**config.mk**
```make
export PLATFORM = sky130hd
export DESIGN_NAME = fir_frame_sequencer_flat
export DESIGN_NICKNAME = d
export VERILOG_FILES = /design/src/rtl/fir_frame_sequencer_if.sv /design/src/rtl/fir_frame_sequencer.sv /design/src/flat_wrapper.sv
export SDC_FILE = /design/constraint.sdc
export NUM_CORES = 1
export LEC_CHECK = 0
export ABC_AREA = 1
export ABC_CLOCK_PERIOD_IN_PS = 5200
export CAP_MARGIN = 20
export CORE_MARGIN = 2
export CORE_UTILIZATION = 55
export CTS_BUF_LIST = sky130_fd_sc_hd__clkbuf_8
export CTS_CLUSTER_DIAMETER = 150
export DETAILED_ROUTE_END_ITERATION = 8
export GPL_ROUTABILITY_DRIVEN = 0
export PLACE_DENSITY = 0.88
export SYNTH_ARGS = -nofsm -noshare
export SYNTH_HDL_FRONTEND = slang
export SYNTH_SLANG_ARGS = --single-unit
```
**constraint.sdc**
```tcl
create_clock -name clk -period 5.2 [get_ports clk]
set_input_delay 1.3 -clock clk [delete_from_list [all_inputs] [get_ports clk]]
set_output_delay 1.3 -clock clk [all_outputs]
set_load 0.05 [all_outputs]
```
**src/rtl/fir_frame_sequencer_if.sv**
```systemverilog
// Sample stream into the sequencer and filtered stream out of it.
// The sequencer connects to the slave modport; the source/sink connects to the master modport.
interface fir_frame_sequencer_if #(
  parameter int unsigned INPUT_WIDTH  = 16,
  parameter int unsigned OUTPUT_WIDTH = 16
);
  logic                    s_valid;
  logic                    s_ready;
  logic [INPUT_WIDTH-1:0]  s_data;
  logic                    s_last;
  logic                    m_valid;
  logic [OUTPUT_WIDTH-1:0] m_data;
  logic                    m_last;

  modport master (
    output s_valid, s_data, s_last,
    input  s_ready,
    input  m_valid, m_data, m_last
  );

  modport slave (
    input  s_valid, s_data, s_last,
    output s_ready,
    output m_valid, m_data, m_last
  );
endinterface

```
**src/rtl/fir_frame_sequencer.sv**
```systemverilog
// Frame controller around one FIR filter: issues input frames, optionally appends a zero flush,
// tags the last filter output, and flags overlong frames and lost outputs.
module fir_frame_sequencer #(
  parameter int unsigned INPUT_WIDTH    = 16,
  parameter int unsigned OUTPUT_WIDTH   = 16,
  parameter int unsigned NUM_TAPS       = 37,
  parameter int unsigned FILTER_LATENCY = 7,
  parameter int unsigned MAX_FRAME      = 1024
) (
  input  logic                    clk,
  input  logic                    rst,
  input  logic                    flush_en,
  fir_frame_sequencer_if.slave    strm,
  output logic                    f_valid_in,
  output logic [INPUT_WIDTH-1:0]  f_din,
  input  logic                    f_valid_out,
  input  logic [OUTPUT_WIDTH-1:0] f_dout,
  output logic                    busy,
  output logic                    frame_done,
  output logic                    err_len,
  output logic                    err_timeout
);

  localparam int unsigned CNT_W     = $clog2(MAX_FRAME + NUM_TAPS);
  localparam int unsigned FLUSH_LEN = NUM_TAPS - 1;
  localparam int unsigned WD_LIMIT  = FILTER_LATENCY + 4;
  localparam int unsigned WD_W      = $clog2(WD_LIMIT + 1);

  localparam logic [1:0] StIdle   = 2'd0;
  localparam logic [1:0] StStream = 2'd1;
  localparam logic [1:0] StFlush  = 2'd2;
  localparam logic [1:0] StDrain  = 2'd3;

  logic [1:0]              state_q, state_d;
  logic                    rdy_q;
  logic [CNT_W-1:0]        in_cnt_q, in_cnt_d;
  logic [CNT_W-1:0]        out_cnt_q, out_cnt_d;
  logic [CNT_W-1:0]        target_q, target_d;
  logic                    flush_q, flush_d;
  logic [WD_W-1:0]         wd_q, wd_d;
  logic                    f_valid_in_q, f_valid_in_d;
  logic [INPUT_WIDTH-1:0]  f_din_q, f_din_d;
  logic                    m_valid_q, m_valid_d;
  logic [OUTPUT_WIDTH-1:0] m_data_q, m_data_d;
  logic                    m_last_q, m_last_d;
  logic                    frame_done_q, frame_done_d;
  logic                    err_len_q, err_len_d;
  logic                    err_timeout_q, err_timeout_d;
  logic                    s_ready;
  logic                    accept;

  // rdy_q keeps s_ready low while reset is held even though the state is already idle
  assign s_ready = rdy_q & ((state_q == StIdle) | (state_q == StStream));
  assign accept  = strm.s_valid & s_ready;

  always_comb begin
    state_d       = state_q;
    in_cnt_d      = in_cnt_q;
    out_cnt_d     = out_cnt_q;
    target_d      = target_q;
    flush_d       = flush_q;
    wd_d          = wd_q;
    f_valid_in_d  = 1'b0;
    f_din_d       = '0;
    m_valid_d     = 1'b0;
    m_data_d      = m_data_q;
    m_last_d      = 1'b0;
    frame_done_d  = 1'b0;
    err_len_d     = err_len_q;
    err_timeout_d = 1'b0;

    // Input side
    if (accept) begin
      f_valid_in_d = 1'b1;
      f_din_d      = strm.s_data;
      in_cnt_d     = in_cnt_q + 1'b1;
      if (state_q == StIdle) begin
        in_cnt_d  = CNT_W'(1);
        out_cnt_d = '0;
        flush_d   = flush_en;
        err_len_d = 1'b0;
        state_d   = StStream;
      end
      if (strm.s_last || (in_cnt_d == CNT_W'(MAX_FRAME))) begin
        if (flush_d && (FLUSH_LEN != 0)) begin
          target_d = in_cnt_d + CNT_W'(FLUSH_LEN);
          state_d  = StFlush;
        end else begin
          target_d = in_cnt_d;
          state_d  = StDrain;
          wd_d     = '0;
        end
        if (!strm.s_last) err_len_d = 1'b1;
      end
    end else if (state_q == StFlush) begin
      f_valid_in_d = 1'b1;
      in_cnt_d     = in_cnt_q + 1'b1;
      if (in_cnt_d == target_q) begin
        state_d = StDrain;
        wd_d    = '0;
      end
    end

    // Output side; state_d already reflects a same-edge entry into drain
    if ((state_q != StIdle) && f_valid_out) begin
      m_valid_d = 1'b1;
      m_data_d  = f_dout;
      out_cnt_d = out_cnt_q + 1'b1;
      if (state_d == StDrain) begin
        wd_d = '0;
        if (out_cnt_d == target_d) begin
          m_last_d     = 1'b1;
          frame_done_d = 1'b1;
          state_d      = StIdle;
        end
      end
    end else if (state_q == StDrain) begin
      wd_d = wd_q + 1'b1;
      if (wd_d == WD_W'(WD_LIMIT)) begin
        err_timeout_d = 1'b1;
        state_d       = StIdle;
      end
    end
  end

  always_ff @(posedge clk or negedge rst) begin
    if (!rst) begin
      state_q       <= StIdle;
      rdy_q         <= 1'b0;
      in_cnt_q      <= '0;
      out_cnt_q     <= '0;
      target_q      <= '0;
      flush_q       <= 1'b0;
      wd_q          <= '0;
      f_valid_in_q  <= 1'b0;
      f_din_q       <= '0;
      m_valid_q     <= 1'b0;
      m_data_q      <= '0;
      m_last_q      <= 1'b0;
      frame_done_q  <= 1'b0;
      err_len_q     <= 1'b0;
      err_timeout_q <= 1'b0;
    end else begin
      state_q       <= state_d;
      rdy_q         <= 1'b1;
      in_cnt_q      <= in_cnt_d;
      out_cnt_q     <= out_cnt_d;
      target_q      <= target_d;
      flush_q       <= flush_d;
      wd_q          <= wd_d;
      f_valid_in_q  <= f_valid_in_d;
      f_din_q       <= f_din_d;
      m_valid_q     <= m_valid_d;
      m_data_q      <= m_data_d;
      m_last_q      <= m_last_d;
      frame_done_q  <= frame_done_d;
      err_len_q     <= err_len_d;
      err_timeout_q <= err_timeout_d;
    end
  end

  assign strm.s_ready = s_ready;
  assign strm.m_valid = m_valid_q;
  assign strm.m_data  = m_data_q;
  assign strm.m_last  = m_last_q;
  assign f_valid_in   = f_valid_in_q;
  assign f_din        = f_din_q;
  assign busy         = (state_q != StIdle);
  assign frame_done   = frame_done_q;
  assign err_len      = err_len_q;
  assign err_timeout  = err_timeout_q;

endmodule

```
**src/flat_wrapper.sv**
```systemverilog
// flat-port wrapper written by rule: the top's interface ports become plain ports
module fir_frame_sequencer_flat 
#(
  parameter int unsigned INPUT_WIDTH    = 16,
  parameter int unsigned OUTPUT_WIDTH   = 16,
  parameter int unsigned NUM_TAPS       = 37,
  parameter int unsigned FILTER_LATENCY = 7,
  parameter int unsigned MAX_FRAME      = 1024
)
  (clk, rst, flush_en, f_valid_in, f_din, f_valid_out, f_dout, busy, frame_done, err_len, err_timeout, strm_s_valid, strm_s_data, strm_s_last, strm_s_ready, strm_m_valid, strm_m_data, strm_m_last);
  fir_frame_sequencer_if #(.INPUT_WIDTH(INPUT_WIDTH), .OUTPUT_WIDTH(OUTPUT_WIDTH)) strm_i ();
  input  logic clk;
  input  logic rst;
  input  logic flush_en;
  output logic f_valid_in;
  output logic [INPUT_WIDTH-1:0] f_din;
  input  logic f_valid_out;
  input  logic [OUTPUT_WIDTH-1:0] f_dout;
  output logic busy;
  output logic frame_done;
  output logic err_len;
  output logic err_timeout;
  input wire logic [$bits(strm_i.s_valid)-1:0] strm_s_valid;
  input wire logic [$bits(strm_i.s_data)-1:0] strm_s_data;
  input wire logic [$bits(strm_i.s_last)-1:0] strm_s_last;
  output wire logic [$bits(strm_i.s_ready)-1:0] strm_s_ready;
  output wire logic [$bits(strm_i.m_valid)-1:0] strm_m_valid;
  output wire logic [$bits(strm_i.m_data)-1:0] strm_m_data;
  output wire logic [$bits(strm_i.m_last)-1:0] strm_m_last;
  assign strm_i.s_valid = strm_s_valid;
  assign strm_i.s_data = strm_s_data;
  assign strm_i.s_last = strm_s_last;
  assign strm_s_ready = strm_i.s_ready;
  assign strm_m_valid = strm_i.m_valid;
  assign strm_m_data = strm_i.m_data;
  assign strm_m_last = strm_i.m_last;
  fir_frame_sequencer #(.INPUT_WIDTH(INPUT_WIDTH), .OUTPUT_WIDTH(OUTPUT_WIDTH), .NUM_TAPS(NUM_TAPS), .FILTER_LATENCY(FILTER_LATENCY), .MAX_FRAME(MAX_FRAME)) u_core (.clk(clk), .rst(rst), .flush_en(flush_en), .strm(strm_i), .f_valid_in(f_valid_in), .f_din(f_din), .f_valid_out(f_valid_out), .f_dout(f_dout), .busy(busy), .frame_done(frame_done), .err_len(err_len), .err_timeout(err_timeout));
endmodule
```
==> metrics.txt <==
final cell utilization of the core=0.706; cell area after synthesis=between 4000 and 5000 sq um; first-pass GRT wire length=18,400 microns; post-synth top area share=0.439; synth cell count leaders=187 x nand2_1, 87 x inv_1, 78 x dfrtp_1; CP most frequent cell=nand2_1; Main synth FF type=dfrtp_1; RSZ-0062 raised after global routing=no; total CTS buffers=9; VDD IR-drop max=about 0.00029 V; Relative slew margins=0.366; critical-path cell list=clkdlybuf4s50_1, nand2_1, inv_1, nand2_8, nand2_1, nand2_1, nand2_1, nand2_1, nor2_1, nand2_1, nor2_1, a21oi_1; Die H=between 90 and 100 microns; # IOs=78; CP max stage cell=inv_1; setup_tns=0 ns; Worst path top cell family by delay=simple AND/OR/NAND/NOR gates; max-slew violation count=0; crit path launch type=input port; worst hold-check path type=reg2reg; EDFF count, synth=0; IO Port Bufs=77; WL/cell=between 10 and 15 microns; slew of the pin with the lowest slew margin=roughly 0.95 ns; Leakage=2.83 nW; Post-CTS Setup Bufs=0; Yosys top cell by area=dfrtp_1; Vias/cell=roughly 5.3; gr ovfl total=0; final worst-path cycle share=0.697; Worst path max stage delay=roughly 0.65 ns; final hold violation count=0; register area share after synthesis=0.439; crit path max fanout=27; clk buf depth=2; Total Routing Usage GR=0.265; share of cells above drive strength 1=0.0800; die area=approximately 8800 sq um; core outline area=a little under 8000 sq um; post_cts resized=0; post-route ant nets=0; Crit Path Class=in2reg; Synthesis Warnings=0; count leader, synth=nand2_1; FP Rows=32; Synth Area per Inst=7.50 sq um; TritonCTS clock tree=done; CP Capture Type=flop; Total Routed Length=about 11,000 microns; Residual DRC=0; crit path DAT=around 3.9 ns; Filler Cell Count=around 600; clk root buf=clkbuf_8; Final Power=2.75 mW; clk_skew=between 0.01 and 0.015 ns; worst skew pair latency=0.37 ns; vias in the first global route=~4,000; DIE WIDTH=93.9 microns; Synth area leaders=dfrtp_1 44%, nand2_1 16%, inv_1 7.3%; Synthesized Nets=about 640; H-tree levels=3; Netlist cell types=39; initial antenna violation count=0; Area Growth Syn to Fin=23.3%; status=finished clean; Required @ worst endpoint=5.44 ns; asr flop ratio synth=1.00; post-layout minimum cycle time=3.63 ns; Max-Cap Viols=0; clock sink count=78; Nets=714; largest net degree at the start of global routing=around 80; vias=4,109; hold_buf cts=0; Max Fclk=0.276 GHz; dpl hpwl=between 8000 and 9000 microns; CP Buf/Inv Count=2; drt pass-1 iters=8; Worst-path clk slew=roughly 0.08 ns; initial core utilization=0.573; number of diodes=0; Final setup viols=0; Post-Syn Instances=between 500 and 600; violation count after the first detailed-route iteration=between 400 and 500; pwr dens=500 nW/um^2; Synth Register Bits=78
-- per-layer routing --
layer	track usage	part of all wire
met5	0	0
met4	0.107	0.021
met3	0.0618	0.079
met2	0.443	0.48
met1	0.332	0.42
-- sequential cells by signal (all words and copies together), names as in the netlist, 2 cells and up --
register            flops
u_core.in_cnt_q        11
u_core.target_q        11
u_core.state_q          2
u_core.f_din           16
u_core.out_cnt_q       11
u_core.strm.m_data     16
u_core.wd_q             4
-- final timing paths --
kind                                                    startpoint                                 end  cells after the start  slack, ns
worst max-delay path                                  strm_s_valid         u_core.state_q[1]$_DFF_PN0_                     12       1.57
worst min-delay path            u_core.strm.m_data[14]$_DFFE_PN0P_  u_core.strm.m_data[14]$_DFFE_PN0P_                      2       0.48
worst max register to register      u_core.in_cnt_q[2]$_DFFE_PN0P_         u_core.state_q[1]$_DFF_PN0_                     20       2.12
worst min register to register  u_core.strm.m_data[14]$_DFFE_PN0P_  u_core.strm.m_data[14]$_DFFE_PN0P_                      2       0.48
max in group asynchronous                                      rst        u_core.strm.m_last$_DFF_PN0_                      1       3.51
min in group asynchronous                                      rst   u_core.strm.m_data[0]$_DFFE_PN0P_                      1       1.08
-- cell type report --
cell class	instances	area (sq um)	area share
repair buffers	79	783	0.143
clock inverters	6	68.8	0.0125
inverters	92	345	0.0629
multi-input cells	410	2070	0.378
clock buffers	10	138	0.0251
flip-flops and latches	78	1950	0.356
well taps	102	128	0.0233
-- cell families (layout without fill, tap and decap cells) --
family                     after synthesis  in the layout  synth area share
AOI/OAI and AO/OA                       36             36            0.0526
xor gates and xnor gates                16             16            0.0315
adders and majority gates                6              6            0.0169
buffers and inverters                  105            187            0.0956
DFF                                     78             78             0.439
other                                    1              1          0.000843
and+or+nand+nor                        351            351             0.364
-- report_power, final --
part	switching (mW)	total (mW)	leakage (nW)	internal, mW
sequential	0.143	0.917	1.00	0.774
combinational	0.907	1.35	1.72	0.444
clock	0.241	0.478	0.103	0.237
-- through the flow --
stage / hold slack, ns / cells / setup WS, ns / area (sq um)
after floorplan: 0.460 / 593 / 2.50 / 4450
after global placement: 0.463 / 761 / 1.41 / 5280
after detailed placement: 0.464 / 761 / 1.26 / 5280
after CTS: 0.486 / 777 / 1.65 / 5490
after global routing: 0.515 / 777 / 1.34 / 5490
final: 0.485 / 777 / 1.57 / 5490
-- placed cells by master (no fill, tap or decap), types with 2 or more instances in the layout --
| cell type | instances |
|---|---|
| nand2_2 | 9 |
| xnor2_1 | 3 |
| nand4_1 | 11 |
| nand2_1 | 187 |
| nand2_4 | 2 |
| buf_4 | 3 |
| dfrtp_1 | 78 |
| xor2_1 | 13 |
| nor2_1 | 54 |
| nor2_2 | 2 |
| o21ai_0 | 9 |
| clkbuf_8 | 10 |
| clkdlybuf4s50_1 | 76 |
| o22ai_1 | 14 |
| nand3_2 | 5 |
| ha_1 | 6 |
| nand3b_1 | 3 |
| a21oi_1 | 5 |
| inv_2 | 4 |
| nor2_4 | 6 |
| inv_1 | 87 |
| o31ai_1 | 4 |
| nand3_1 | 64 |
| clkinv_4 | 2 |
| nand2_8 | 2 |
-- worst min-delay path: cells and delay by family (launching register included) --
family           cells  cell delay (ns)
DFF                  1             0.35
and+or+nand+nor      2             0.10
No activity file was read; power rests on OpenSTA's default activity.
